`src/rtl/alu_pkg.sv`:
```
// Shared state encoding, opcodes and operand-requirement helpers for alu_seq_core.
package alu_pkg;

  typedef enum logic [2:0] {
    ST_IDLE = 3'd0,
    ST_WAIT = 3'd1,
    ST_EXEC = 3'd2,
    ST_MUL1 = 3'd3,
    ST_MUL2 = 3'd4
  } alu_state_e;

  // MODE=1 arithmetic opcodes
  localparam logic [3:0] AR_ADD     = 4'd0;
  localparam logic [3:0] AR_SUB     = 4'd1;
  localparam logic [3:0] AR_ADD_CIN = 4'd2;
  localparam logic [3:0] AR_SUB_CIN = 4'd3;
  localparam logic [3:0] AR_INC_A   = 4'd4;
  localparam logic [3:0] AR_DEC_A   = 4'd5;
  localparam logic [3:0] AR_INC_B   = 4'd6;
  localparam logic [3:0] AR_DEC_B   = 4'd7;
  localparam logic [3:0] AR_CMP     = 4'd8;
  localparam logic [3:0] AR_MUL_INC = 4'd9;
  localparam logic [3:0] AR_MUL_SHL = 4'd10;

  // MODE=0 logical opcodes
  localparam logic [3:0] LG_AND     = 4'd0;
  localparam logic [3:0] LG_NAND    = 4'd1;
  localparam logic [3:0] LG_OR      = 4'd2;
  localparam logic [3:0] LG_NOR     = 4'd3;
  localparam logic [3:0] LG_XOR     = 4'd4;
  localparam logic [3:0] LG_XNOR    = 4'd5;
  localparam logic [3:0] LG_NOT_A   = 4'd6;
  localparam logic [3:0] LG_NOT_B   = 4'd7;
  localparam logic [3:0] LG_SHR1_A  = 4'd8;
  localparam logic [3:0] LG_SHL1_A  = 4'd9;
  localparam logic [3:0] LG_SHR1_B  = 4'd10;
  localparam logic [3:0] LG_SHL1_B  = 4'd11;
  localparam logic [3:0] LG_ROL_A_B = 4'd12;
  localparam logic [3:0] LG_ROR_A_B = 4'd13;

  // Unary ops need a single operand; everything else, illegal codes included, needs both.
  function automatic logic needs_a(input logic mode, input logic [3:0] cmd);
    if (mode) return !(cmd == AR_INC_B || cmd == AR_DEC_B);
    return !(cmd == LG_NOT_B || cmd == LG_SHR1_B || cmd == LG_SHL1_B);
  endfunction

  function automatic logic needs_b(input logic mode, input logic [3:0] cmd);
    if (mode) return !(cmd == AR_INC_A || cmd == AR_DEC_A);
    return !(cmd == LG_NOT_A || cmd == LG_SHR1_A || cmd == LG_SHL1_A);
  endfunction

endpackage

```
`src/rtl/alu_seq_core_if.sv`:
```
// Command/operand/result bundle between the driver layer and alu_seq_core.
interface alu_seq_core_if #(
  parameter int WIDTH     = 8,
  parameter int CMD_WIDTH = 4
);
  // INP_VALID[0]/[1] qualify OPA/OPB on the sampling edge; there is no ready, so operands
  // offered while the core is busy are dropped. RES_VALID pulses for exactly one cycle when
  // RES and every flag update; outputs hold between pulses. CE=0 freezes the core.
  logic                 CE;
  logic                 MODE;
  logic [CMD_WIDTH-1:0] CMD;
  logic [1:0]           INP_VALID;
  logic [WIDTH-1:0]     OPA;
  logic [WIDTH-1:0]     OPB;
  logic                 CIN;
  logic [2*WIDTH:0]     RES;
  logic                 COUT;
  logic                 OFLOW;
  logic                 G;
  logic                 E;
  logic                 L;
  logic                 ERR;
  logic                 RES_VALID;

  modport master (
    output CE, MODE, CMD, INP_VALID, OPA, OPB, CIN,
    input  RES, COUT, OFLOW, G, E, L, ERR, RES_VALID
  );

  modport slave (
    input  CE, MODE, CMD, INP_VALID, OPA, OPB, CIN,
    output RES, COUT, OFLOW, G, E, L, ERR, RES_VALID
  );
endinterface

```
`src/rtl/alu_mul_pipe.sv`:
```
// Two-stage registered multiplier: stage 1 prepares (A+1,B+1) or (A<<1,B), stage 2 multiplies.
module alu_mul_pipe #(
  parameter int WIDTH = 8
) (
  input  logic             CLK,
  input  logic             RST,
  input  logic             en,
  input  logic [WIDTH-1:0] a,
  input  logic [WIDTH-1:0] b,
  input  logic             shl_sel,
  output logic [2*WIDTH:0] prod
);
  localparam int RW = 2 * WIDTH + 1;
  localparam logic [RW-1:0] ONE = RW'(1);

  logic [RW-1:0] x_q;
  logic [RW-1:0] y_q;

  always_ff @(posedge CLK or negedge RST) begin
    if (!RST) begin
      x_q  <= '0;
      y_q  <= '0;
      prod <= '0;
    end else if (en) begin
      x_q  <= shl_sel ? RW'({a, 1'b0}) : RW'(a) + ONE;
      y_q  <= shl_sel ? RW'(b) : RW'(b) + ONE;
      prod <= x_q * y_q;
    end
  end
endmodule

```
`src/rtl/alu_seq_core.sv`:
```
// Sequential ALU: multi-cycle operand collection with timeout, registered flags, RES_VALID strobe.
// Define ALU_MUL_EN to build the 3-cycle multiply path (MODE=1, CMD 9/10); otherwise those are illegal.
module alu_seq_core
  import alu_pkg::*;
#(
  parameter int WIDTH     = 8,
  parameter int CMD_WIDTH = 4,
  parameter int TIMEOUT   = 16
) (
  input  logic               CLK,
  input  logic               RST,
  alu_seq_core_if.slave      bus,
  output alu_state_e         dbg_state
);
  localparam int RW = 2 * WIDTH + 1;
  localparam int TW = (TIMEOUT > 1) ? $clog2(TIMEOUT) : 1;
  localparam int AW = $clog2(WIDTH);
  localparam logic [TW-1:0]  T_LAST = TW'(TIMEOUT - 1);
  localparam logic [WIDTH:0] ONE_W  = (WIDTH + 1)'(1);

  alu_state_e           state;
  logic [WIDTH-1:0]     a_q, b_q;
  logic                 have_a, have_b;
  logic [CMD_WIDTH-1:0] cmd_q;
  logic                 mode_q, cin_q;
  logic [TW-1:0]        timer;
  logic [RW-1:0]        res_q;
  logic                 cout_q, oflow_q, g_q, e_q, l_q, err_q, rv_q;

  logic                 complete_idle, complete_wait;
  logic [RW-1:0]        r_res;
  logic                 r_cout, r_oflow, r_g, r_e, r_l, r_err, r_mul;
  logic [WIDTH:0]       sum, diff;
  logic [WIDTH-1:0]     lres;
  logic [2*WIDTH-1:0]   dbl;
  logic [AW-1:0]        rot_amt;
  logic                 rot_bad, cmd_hi_bad;
  logic [RW-1:0]        mul_prod;

  assign complete_idle = (!needs_a(bus.MODE, bus.CMD[3:0]) || bus.INP_VALID[0]) &&
                         (!needs_b(bus.MODE, bus.CMD[3:0]) || bus.INP_VALID[1]);
  assign complete_wait = (!needs_a(mode_q, cmd_q[3:0]) || have_a || bus.INP_VALID[0]) &&
                         (!needs_b(mode_q, cmd_q[3:0]) || have_b || bus.INP_VALID[1]);

  assign rot_amt    = b_q[AW-1:0];
  assign rot_bad    = (b_q >> AW) != '0;
  assign cmd_hi_bad = (cmd_q >> 4) != '0;

  always_comb begin
    r_res = '0; r_cout = 1'b0; r_oflow = 1'b0;
    r_g = 1'b0; r_e = 1'b0; r_l = 1'b0; r_err = 1'b0; r_mul = 1'b0;
    sum = '0; diff = '0; lres = '0; dbl = '0;
    if (cmd_hi_bad) begin
      r_err = 1'b1;
    end else if (mode_q) begin
      case (cmd_q[3:0])
        AR_ADD:     begin sum  = {1'b0, a_q} + {1'b0, b_q};                  r_res = RW'(sum); r_cout = sum[WIDTH]; end
        AR_ADD_CIN: begin sum  = {1'b0, a_q} + {1'b0, b_q} + {{WIDTH{1'b0}}, cin_q};
                          r_res = RW'(sum); r_cout = sum[WIDTH]; end
        AR_INC_A:   begin sum  = {1'b0, a_q} + ONE_W;                        r_res = RW'(sum); r_cout = sum[WIDTH]; end
        AR_INC_B:   begin sum  = {1'b0, b_q} + ONE_W;                        r_res = RW'(sum); r_cout = sum[WIDTH]; end
        // Bit WIDTH of the widened difference is the borrow.
        AR_SUB:     begin diff = {1'b0, a_q} - {1'b0, b_q};     r_res = RW'(diff[WIDTH-1:0]); r_oflow = diff[WIDTH]; end
        AR_SUB_CIN: begin diff = {1'b0, a_q} - {1'b0, b_q} - {{WIDTH{1'b0}}, cin_q};
                          r_res = RW'(diff[WIDTH-1:0]); r_oflow = diff[WIDTH]; end
        AR_DEC_A:   begin diff = {1'b0, a_q} - ONE_W;           r_res = RW'(diff[WIDTH-1:0]); r_oflow = diff[WIDTH]; end
        AR_DEC_B:   begin diff = {1'b0, b_q} - ONE_W;           r_res = RW'(diff[WIDTH-1:0]); r_oflow = diff[WIDTH]; end
        AR_CMP:     begin r_g = a_q > b_q; r_e = a_q == b_q; r_l = a_q < b_q; end
`ifdef ALU_MUL_EN
        AR_MUL_INC, AR_MUL_SHL: r_mul = 1'b1;
`endif
        default:    r_err = 1'b1;
      endcase
    end else begin
      case (cmd_q[3:0])
        LG_AND:     lres = a_q & b_q;
        LG_NAND:    lres = ~(a_q & b_q);
        LG_OR:      lres = a_q | b_q;
        LG_NOR:     lres = ~(a_q | b_q);
        LG_XOR:     lres = a_q ^ b_q;
        LG_XNOR:    lres = ~(a_q ^ b_q);
        LG_NOT_A:   lres = ~a_q;
        LG_NOT_B:   lres = ~b_q;
        LG_SHR1_A:  lres = a_q >> 1;
        LG_SHL1_A:  lres = a_q << 1;
        LG_SHR1_B:  lres = b_q >> 1;
        LG_SHL1_B:  lres = b_q << 1;
        // Rotates still drive their result when the amount is out of range; only ERR flags it.
        LG_ROL_A_B: begin dbl = {a_q, a_q} << rot_amt; lres = dbl[2*WIDTH-1:WIDTH]; r_err = rot_bad; end
        LG_ROR_A_B: begin dbl = {a_q, a_q} >> rot_amt; lres = dbl[WIDTH-1:0];       r_err = rot_bad; end
        default:    r_err = 1'b1;
      endcase
      r_res = RW'(lres);
    end
  end

`ifdef ALU_MUL_EN
  alu_mul_pipe #(.WIDTH(WIDTH)) u_mul (
    .CLK     (CLK),
    .RST     (RST),
    .en      (bus.CE),
    .a       (a_q),
    .b       (b_q),
    .shl_sel (cmd_q[3:0] == AR_MUL_SHL),
    .prod    (mul_prod)
  );
`else
  assign mul_prod = '0;
`endif

  always_ff @(posedge CLK or negedge RST) begin
    if (!RST) begin
      state <= ST_IDLE; a_q <= '0; b_q <= '0; have_a <= 1'b0; have_b <= 1'b0;
      cmd_q <= '0; mode_q <= 1'b0; cin_q <= 1'b0; timer <= '0;
      res_q <= '0; cout_q <= 1'b0; oflow_q <= 1'b0; g_q <= 1'b0; e_q <= 1'b0; l_q <= 1'b0;
      err_q <= 1'b0; rv_q <= 1'b0;
    end else if (!bus.CE) begin
      rv_q <= 1'b0;
    end else begin
      rv_q <= 1'b0;
      case (state)
        ST_IDLE: if (bus.INP_VALID != 2'b00) begin
          cmd_q  <= bus.CMD; mode_q <= bus.MODE; cin_q <= bus.CIN;
          if (bus.INP_VALID[0]) a_q <= bus.OPA;
          if (bus.INP_VALID[1]) b_q <= bus.OPB;
          have_a <= bus.INP_VALID[0];
          have_b <= bus.INP_VALID[1];
          timer  <= '0;
          state  <= complete_idle ? ST_EXEC : ST_WAIT;
        end
        ST_WAIT: begin
          if (bus.INP_VALID[0] && !have_a) begin a_q <= bus.OPA; have_a <= 1'b1; end
          if (bus.INP_VALID[1] && !have_b) begin b_q <= bus.OPB; have_b <= 1'b1; end
          // A completing operand on the last timer cycle takes priority over the timeout.
          if (complete_wait) begin
            state <= ST_EXEC;
          end else if (timer == T_LAST) begin
            res_q <= '0; cout_q <= 1'b0; oflow_q <= 1'b0; g_q <= 1'b0; e_q <= 1'b0; l_q <= 1'b0;
            err_q <= 1'b1; rv_q <= 1'b1; state <= ST_IDLE;
          end else begin
            timer <= timer + 1'b1;
          end
        end
        ST_EXEC: if (r_mul) begin
          state <= ST_MUL1;
        end else begin
          res_q <= r_res; cout_q <= r_cout; oflow_q <= r_oflow;
          g_q <= r_g; e_q <= r_e; l_q <= r_l; err_q <= r_err; rv_q <= 1'b1; state <= ST_IDLE;
        end
`ifdef ALU_MUL_EN
        ST_MUL1: state <= ST_MUL2;
        ST_MUL2: begin
          res_q <= mul_prod; cout_q <= 1'b0; oflow_q <= 1'b0;
          g_q <= 1'b0; e_q <= 1'b0; l_q <= 1'b0; err_q <= 1'b0; rv_q <= 1'b1; state <= ST_IDLE;
        end
`endif
        default: state <= ST_IDLE;
      endcase
    end
  end

  assign bus.RES       = res_q;
  assign bus.COUT      = cout_q;
  assign bus.OFLOW     = oflow_q;
  assign bus.G         = g_q;
  assign bus.E         = e_q;
  assign bus.L         = l_q;
  assign bus.ERR       = err_q;
  assign bus.RES_VALID = rv_q;
  assign dbg_state     = state;
endmodule

```
`src/flat_wrapper.sv`:
```
// flat-port wrapper written by rule: the top's interface ports become plain ports
module alu_seq_core_flat import alu_pkg::*;
#(
  parameter int WIDTH     = 8,
  parameter int CMD_WIDTH = 4,
  parameter int TIMEOUT   = 16
)
  (CLK, RST, dbg_state, bus_CE, bus_MODE, bus_CMD, bus_INP_VALID, bus_OPA, bus_OPB, bus_CIN, bus_RES, bus_COUT, bus_OFLOW, bus_G, bus_E, bus_L, bus_ERR, bus_RES_VALID);
  alu_seq_core_if #(.WIDTH(WIDTH), .CMD_WIDTH(CMD_WIDTH)) bus_i ();
  input  logic CLK;
  input  logic RST;
  output alu_state_e dbg_state;
  input wire logic [$bits(bus_i.CE)-1:0] bus_CE;
  input wire logic [$bits(bus_i.MODE)-1:0] bus_MODE;
  input wire logic [$bits(bus_i.CMD)-1:0] bus_CMD;
  input wire logic [$bits(bus_i.INP_VALID)-1:0] bus_INP_VALID;
  input wire logic [$bits(bus_i.OPA)-1:0] bus_OPA;
  input wire logic [$bits(bus_i.OPB)-1:0] bus_OPB;
  input wire logic [$bits(bus_i.CIN)-1:0] bus_CIN;
  output wire logic [$bits(bus_i.RES)-1:0] bus_RES;
  output wire logic [$bits(bus_i.COUT)-1:0] bus_COUT;
  output wire logic [$bits(bus_i.OFLOW)-1:0] bus_OFLOW;
  output wire logic [$bits(bus_i.G)-1:0] bus_G;
  output wire logic [$bits(bus_i.E)-1:0] bus_E;
  output wire logic [$bits(bus_i.L)-1:0] bus_L;
  output wire logic [$bits(bus_i.ERR)-1:0] bus_ERR;
  output wire logic [$bits(bus_i.RES_VALID)-1:0] bus_RES_VALID;
  assign bus_i.CE = bus_CE;
  assign bus_i.MODE = bus_MODE;
  assign bus_i.CMD = bus_CMD;
  assign bus_i.INP_VALID = bus_INP_VALID;
  assign bus_i.OPA = bus_OPA;
  assign bus_i.OPB = bus_OPB;
  assign bus_i.CIN = bus_CIN;
  assign bus_RES = bus_i.RES;
  assign bus_COUT = bus_i.COUT;
  assign bus_OFLOW = bus_i.OFLOW;
  assign bus_G = bus_i.G;
  assign bus_E = bus_i.E;
  assign bus_L = bus_i.L;
  assign bus_ERR = bus_i.ERR;
  assign bus_RES_VALID = bus_i.RES_VALID;
  alu_seq_core #(.WIDTH(WIDTH), .CMD_WIDTH(CMD_WIDTH), .TIMEOUT(TIMEOUT)) u_core (.CLK(CLK), .RST(RST), .bus(bus_i), .dbg_state(dbg_state));
endmodule
```
`config.mk`:
```
export PLATFORM = sky130hd
export DESIGN_NAME = alu_seq_core_flat
export DESIGN_NICKNAME = d
export VERILOG_FILES = /design/src/rtl/alu_pkg.sv /design/src/rtl/alu_seq_core_if.sv /design/src/rtl/alu_mul_pipe.sv /design/src/rtl/alu_seq_core.sv /design/src/flat_wrapper.sv
export SDC_FILE = /design/constraint.sdc
export NUM_CORES = 1
export LEC_CHECK = 0
export CAP_MARGIN = 20
export CORE_ASPECT_RATIO = 1.75
export CORE_MARGIN = 2
export CORE_UTILIZATION = 40
export CTS_CLUSTER_SIZE = 14
export DETAILED_ROUTE_END_ITERATION = 8
export PLACE_DENSITY = 0.56
export SYNTH_ARGS = -nofsm -noshare
export SYNTH_HDL_FRONTEND = slang
export SYNTH_SLANG_ARGS = --single-unit
```
`constraint.sdc`:
```
create_clock -name CLK -period 5.2 [get_ports CLK]
set_clock_uncertainty 0.15 [all_clocks]
set_input_delay 0.78 -clock CLK [delete_from_list [all_inputs] [get_ports CLK]]
set_output_delay 0.78 -clock CLK [all_outputs]
set_load 0.005 [all_outputs]
```
==> summary.json <==
{
  "status": {
    "run_status": "completed"
  },
  "grt": {
    "grt.overflow.total": 0,
    "grt_first_pass_wirelength_mm": 35.65,
    "number_of_global_route_vias_before_repair": 6051,
    "maximum_number_of_pins_on_one_net_before_global_route_repair": 47,
    "grt_util_all_layers": 0.3029,
    "antenna_found_initial": 0
  },
  "cts": {
    "ctsLongestPathBuffers": 2,
    "clk_latency_ns": 0.31,
    "tritoncts": "done",
    "ctsResizeCount": 0,
    "post-cts-setup-buffers": 0,
    "clk_root_buffer_cell": "clkbuf_16",
    "cts.clk_slew.worst_paths_ns": 0.08,
    "cts.sinks": 46,
    "cts-buffers-inserted": 5,
    "post_cts_hold_buffer_count": 0,
    "htreeDepth": 2
  },
  "logic_synthesis": {
    "synth_common_cells": "nor2_1 (68), nand2_1 (66), o21ai_0 (54)",
    "synth_edf_count": 0,
    "sequential_fraction_of_the_synthesis_area": 0.1955,
    "synth-main-ff-cell": "dfrtp_1",
    "post-synth-top-count-cell": "nor2_1",
    "synth.top_cells.by_area": "dfrtp_1 (20%), ha_1 (8.1%), mux2i_1 (5.6%)",
    "mappedNetlistArea_mm2": 0.005887,
    "synthArstFlopShare": 1.000,
    "yosys_warns": 0,
    "synthDominantAreaCellType": "dfrtp_1",
    "synthesis.area_per_instance_um2": 7.726,
    "postSynthRegisterBits": 46,
    "postSynthCellCount": 762,
    "synth_top_area_frac": 0.1955,
    "synth_cell_types": 75
  },
  "timing": {
    "final_setup_violation_count": 0,
    "max_slew.worst_pin.slew_ns": 0.8805,
    "hold_ws_ns": 0.3323,
    "slew_headroom": 0.4085,
    "setup-tns-final_ns": 0,
    "maxClockFrequency_ghz": 0.2612,
    "finalCriticalPeriod_ns": 3.829,
    "grt_setup_unrepaired": "false",
    "final.period_utilization": 0.7363,
    "final_hold_viol_count": 0,
    "max_slew_violation_total_from_the_final_report": 0
  },
  "placement": {
    "place_congestion": 1.038,
    "dp_hpwl_mm": 17.71,
    "numPortBuffers": 44,
    "dpl_cell_area_mm2": 0.006362
  },
  "floorplanning": {
    "die_width_um": 95.71,
    "placeableCoreArea_mm2": 0.01437,
    "start_util": 0.4097,
    "dieArea_mm2": 0.01574,
    "vertical_die_dimension_um": 164.5,
    "placementRows": 58,
    "ioPinCount": 54
  },
  "detailed_routing": {
    "route.detailed.drc": 0,
    "dr_total_vias": 6178,
    "1st_pass_router_iterations": 7,
    "drt_iter0_markers": 564,
    "drt-total-wl_mm": 23.17,
    "viasPerCell": 6.469,
    "wire_per_inst_um": 24.26,
    "postRouteAntennaNets": 0
  },
  "finish": {
    "post-route-cell-area_mm2": 0.006514,
    "areaGrowthSynthToFinish_pct": 10.65,
    "total_inserted_antenna_cells": 0,
    "layout-drive-gt1-share": 0.07226,
    "nNetsFinal": 841
  },
  "setup_path": {
    "cp_max_fo": 17,
    "endpoint_kind": "flip-flop",
    "cp_data_required_time_ns": 5.25,
    "cpMaxStageDelayCell": "dfrtp_1",
    "critPathLaunchType": "flip-flop",
    "critical_path_arrival_ns": 3.88,
    "cp_slowest_stage_delay_ns": 0.79,
    "timing.critical_path.cells": "inv_1 > ha_1 > or2_2 > a2111o_1 > o311ai_0 > buf_4 > nand2b_1 > nor3_1 > xor2_1 > a21oi_1 > o31ai_1",
    "crit_type": "reg2reg"
  },
  "min_path": {
    "hp-class": "reg2reg"
  },
  "flow_run": {
    "max_cap_viol": 0
  }
}
[flip-flops by register name, summed over array words and instances, names as in the netlist, 2 cells and up]
| name | count |
|---|---|
| u_core.bus.RES | 9 |
| u_core.a_q | 8 |
| u_core.b_q | 8 |
| u_core.cmd_q | 4 |
| u_core.timer | 4 |
| u_core.dbg_state | 2 |
[kinds of logic after synthesis]
group / share of synthesized area
AOI/OAI and AO/OA: 0.2563
xor gates and xnor gates: 0.06100
and+or+nand+nor: 0.2202
DFF: 0.1955
buffers and inverters: 0.08246
other: 0.0006370
adders and majority gates: 0.08757
muxes: 0.09628
[layout by cell type, fill, tap and decap left out, types with 8 or more instances in the layout]
cell type,synthesis,routed
nor2_1,68,68
nand2_1,66,66
o21ai_0,54,54
a21oi_1,47,47
dfrtp_1,46,46
clkdlybuf4s50_1,0,43
ha_1,38,38
mux2i_1,33,33
inv_1,30,30
nor3_1,30,30
nand3_1,23,23
xnor2_1,22,22
buf_4,11,20
xor2_1,19,19
o22ai_1,17,17
nand2b_1,15,15
and3_1,14,14
nor2b_1,12,12
o41ai_1,9,9
a221oi_1,9,9
o221ai_1,9,9
conb_1,1,9
o211ai_1,8,8
[layout make-up]
type / instances / area, um2
fill: 1470 / 7855
multi-input combinational: 625 / 4280
sequential: 46 / 1151
timing repair buffer: 64 / 585.6
tap: 180 / 225.2
clock buffer: 7 / 142.6
inverter: 32 / 120.1
clock inverter: 1 / 8.758
[per-stage QoR]
step                utilization  instances  setup slack, ns
CTS                      0.4533        955            1.430
finish                   0.4533        955            1.371
detailed placement       0.4428        947            1.385
global placement         0.4428        947            1.489
global route             0.4533        955            1.173
floorplan                     -        770            1.660
[worst max-delay path, delay by kind of cell, from the launching register on]
family	cells	cell delay [ns]
compound gates	4	0.83
buf+inv	2	0.51
simple gates	3	0.70
flops	1	0.79
fa+ha+maj	1	0.56
xor+xnor	1	0.17
[path summary, 6_finish.rpt]
path	end	cells after the start	start	slack, ns
worst min register to register	u_core.bus.RES[0]$_DFFE_PN0P_	2	u_core.bus.RES[0]$_DFFE_PN0P_	0.33
worst max-delay path	u_core.bus.OFLOW$_DFFE_PN0P_	11	u_core.a_q[5]$_DFFE_PN0P_	1.37
worst max register to register	u_core.bus.OFLOW$_DFFE_PN0P_	11	u_core.a_q[5]$_DFFE_PN0P_	1.37
min in group asynchronous	u_core.mode_q$_DFFE_PN0P_	2	RST	0.44
max in group asynchronous	u_core.b_q[1]$_DFFE_PN0P_	2	RST	4.01
worst min-delay path	u_core.bus.RES[0]$_DFFE_PN0P_	2	u_core.bus.RES[0]$_DFFE_PN0P_	0.33
[per-layer routing]
layer | wire (um) | up-vias | track usage
met1 | 8623 | 2986 | 0.3546
met5 | 0 | - | 0
met3 | 1066 | 87 | 0.02646
li1 | - | 2810 | -
met4 | 1793 | 0 | 0.2000
met2 | 11690 | 295 | 0.5165
Power is not shown: default switching activity piles up to over one toggle a cycle in this logic, so the estimate is an artifact.
==> variant (same settings) <==
Add a define of `ALU_MUL_EN`.
--- a/src/rtl/alu_seq_core.sv
+++ b/src/rtl/alu_seq_core.sv
@@ -1,5 +1,7 @@
 // Sequential ALU: multi-cycle operand collection with timeout, registered flags, RES_VALID strobe.
 // Define ALU_MUL_EN to build the 3-cycle multiply path (MODE=1, CMD 9/10); otherwise those are illegal.
+`define ALU_MUL_EN
+
 module alu_seq_core
   import alu_pkg::*;
 #(
Function: changed (a bounded check fails within 4 cycles, from zero or initial values and one cycle with RST low).
==> variant against the unedited design <==
Worst setup slack worse by 1.2 ns; wire length is 57% higher; sequential cell count is 44 higher; critical path depth is 8 higher; count of clock-buffer cells in the layout is 2 higher; area after synthesis is 79% higher; final area is 86% higher.
Power is left out: the tool's default activity adds up to more than one toggle a clock period on the data nets, which glitch-free logic cannot reach.
==> variant: results (changes against the unedited design) <==
drive_gt1_share_pct: 14.8  # was 7.23%
htree_levels: 3  # was 2
grtUsageMet1_pct: 27.1  # was 35.5%
grt_start_max_net_pins: 49  # was 47
post-place-ws_ns: -0.0990  # was 1.39 ns
grtUsageMet2_pct: 50.0  # was 51.7%
status: "finished clean"  # unchanged
numCtsBuffers: 9  # was 5
dp_hpwl_mm: 28.8  # was 17.7 mm
grt_pass1_vias: 9630  # was 6051
netlist_top_cells_area: "dfrtp_1 21%, ha_1 11%, fa_1 9.5%, nand2_1 4.9%, inv_1 4.6%"  # was dfrtp_1 20%, ha_1 8.1%, mux2i_1 5.6%, o21ai_0 4.6%, nor2_1 4.3%
dr.pass1.iters: 5  # was 7
synthMuxAreaShare_pct: 8.88  # was 9.63%
synth_compound_area_share_pct: 17.9  # was 25.6%
cp_top_family: "adder cells"  # was compound AO/OA/AOI/OAI gates
max_stage_delay_ns: 0.56  # was 0.79 ns
arrival_ns: 5.18  # was 3.88 ns
synth_cell_types: 81  # was 75
crit_slowest_cell: "fa_1"  # was dfrtp_1
viasPerCell: 5.81  # was 6.47
worst_pin_slew_ns: 1.07  # was 0.881 ns
yosys.area_share.adder_pct: 20.4  # was 8.76%
synth_top_area_share_pct: 21.4  # was 19.6%
synth-xor-area-share_pct: 5.49  # was 6.10%
grt_pass1_wl_mm: 56.1  # was 35.6 mm
met3_usage_pct: 2.91  # was 2.65%
fillers: 2531  # was 1470
holdCritPathClass: "in2async"  # was reg2reg
gp_congestion: 0.999  # was 1.04
synth-seq-area-share_pct: 21.4  # was 19.6%
==> variant: changes by cell type in the layout (fill, tap and decap cells not counted), moves of 14 or more <==
cell | before | now
inv_1 | 30 | 125
nand2_1 | 66 | 135
buf_4 | 20 | 66
fa_1 | 2 | 48
ha_1 | 38 | 83
and2_1 | 4 | 44
dfrtp_1 | 46 | 83
mux2_2 | 7 | 39
xnor2_1 | 22 | 50
nor2_1 | 68 | 82
==> variant: through the flow <==
step | TNS [ns] | hold WS [ns] | utilization, % | std cells
final | 0 | 0.301 | 46.8 | 1623
after global routing | -0.0699 | 0.351 | 46.8 | 1623
after CTS | -0.00519 | 0.316 | 45.9 | 1615
after detailed placement | -0.260 | 0.320 | 44.7 | 1599
after global placement | -0.0765 | 0.312 | 44.7 | 1599
after floorplan | 0 | 0.317 | - | 1255
==> variant: routing by layer <==
layer | wire length (µm) | share of wire, %
met3 | 1040 | 2.9
met5 | 0 | 0
met1 | 12800 | 35
met2 | 19600 | 54
met4 | 2850 | 7.8
==> variant: repair_timing <==
item | CTS | global route
gates resized for setup | 9 | 40
buffers inserted | 0 | 8
pin swaps | 2 | 31
gates cloned | 0 | 0
endpoints found under the setup margin | 3 | 6
==> variant: worst paths after layout <==
kind	from	endpoint	slack, ns	cells after the start
worst max-delay path	u_core.u_mul.y_q[3]	u_core.u_mul.prod[12]	0.13	19
worst min-delay path	RST	u_core.u_mul.y_q[3]	0.30	1
worst max register to register	u_core.u_mul.y_q[3]	u_core.u_mul.prod[12]	0.13	19
worst min register to register	u_core.bus.RES[13]	u_core.bus.RES[13]	0.33	2
max in group asynchronous	RST	u_core.bus.RES[0]	3.55	2
min in group CLK	u_core.bus.RES[13]	u_core.bus.RES[13]	0.33	2
==> variant: cell families after synthesis <==
kind of cell,Yosys count
simple gates,383
compound gates,277
fa+ha+maj,142
mux,76
xor+xnor,66
buf+inv,221
flops,90
==> variant: cell type report <==
class,instances,area share (%)
multi-input combinational,944,62.8
sequential,90,18.7
timing repair buffer,122,8.72
inverter,131,4.08
tap,320,3.31
clock buffer,9,1.86
clock inverter,7,0.527
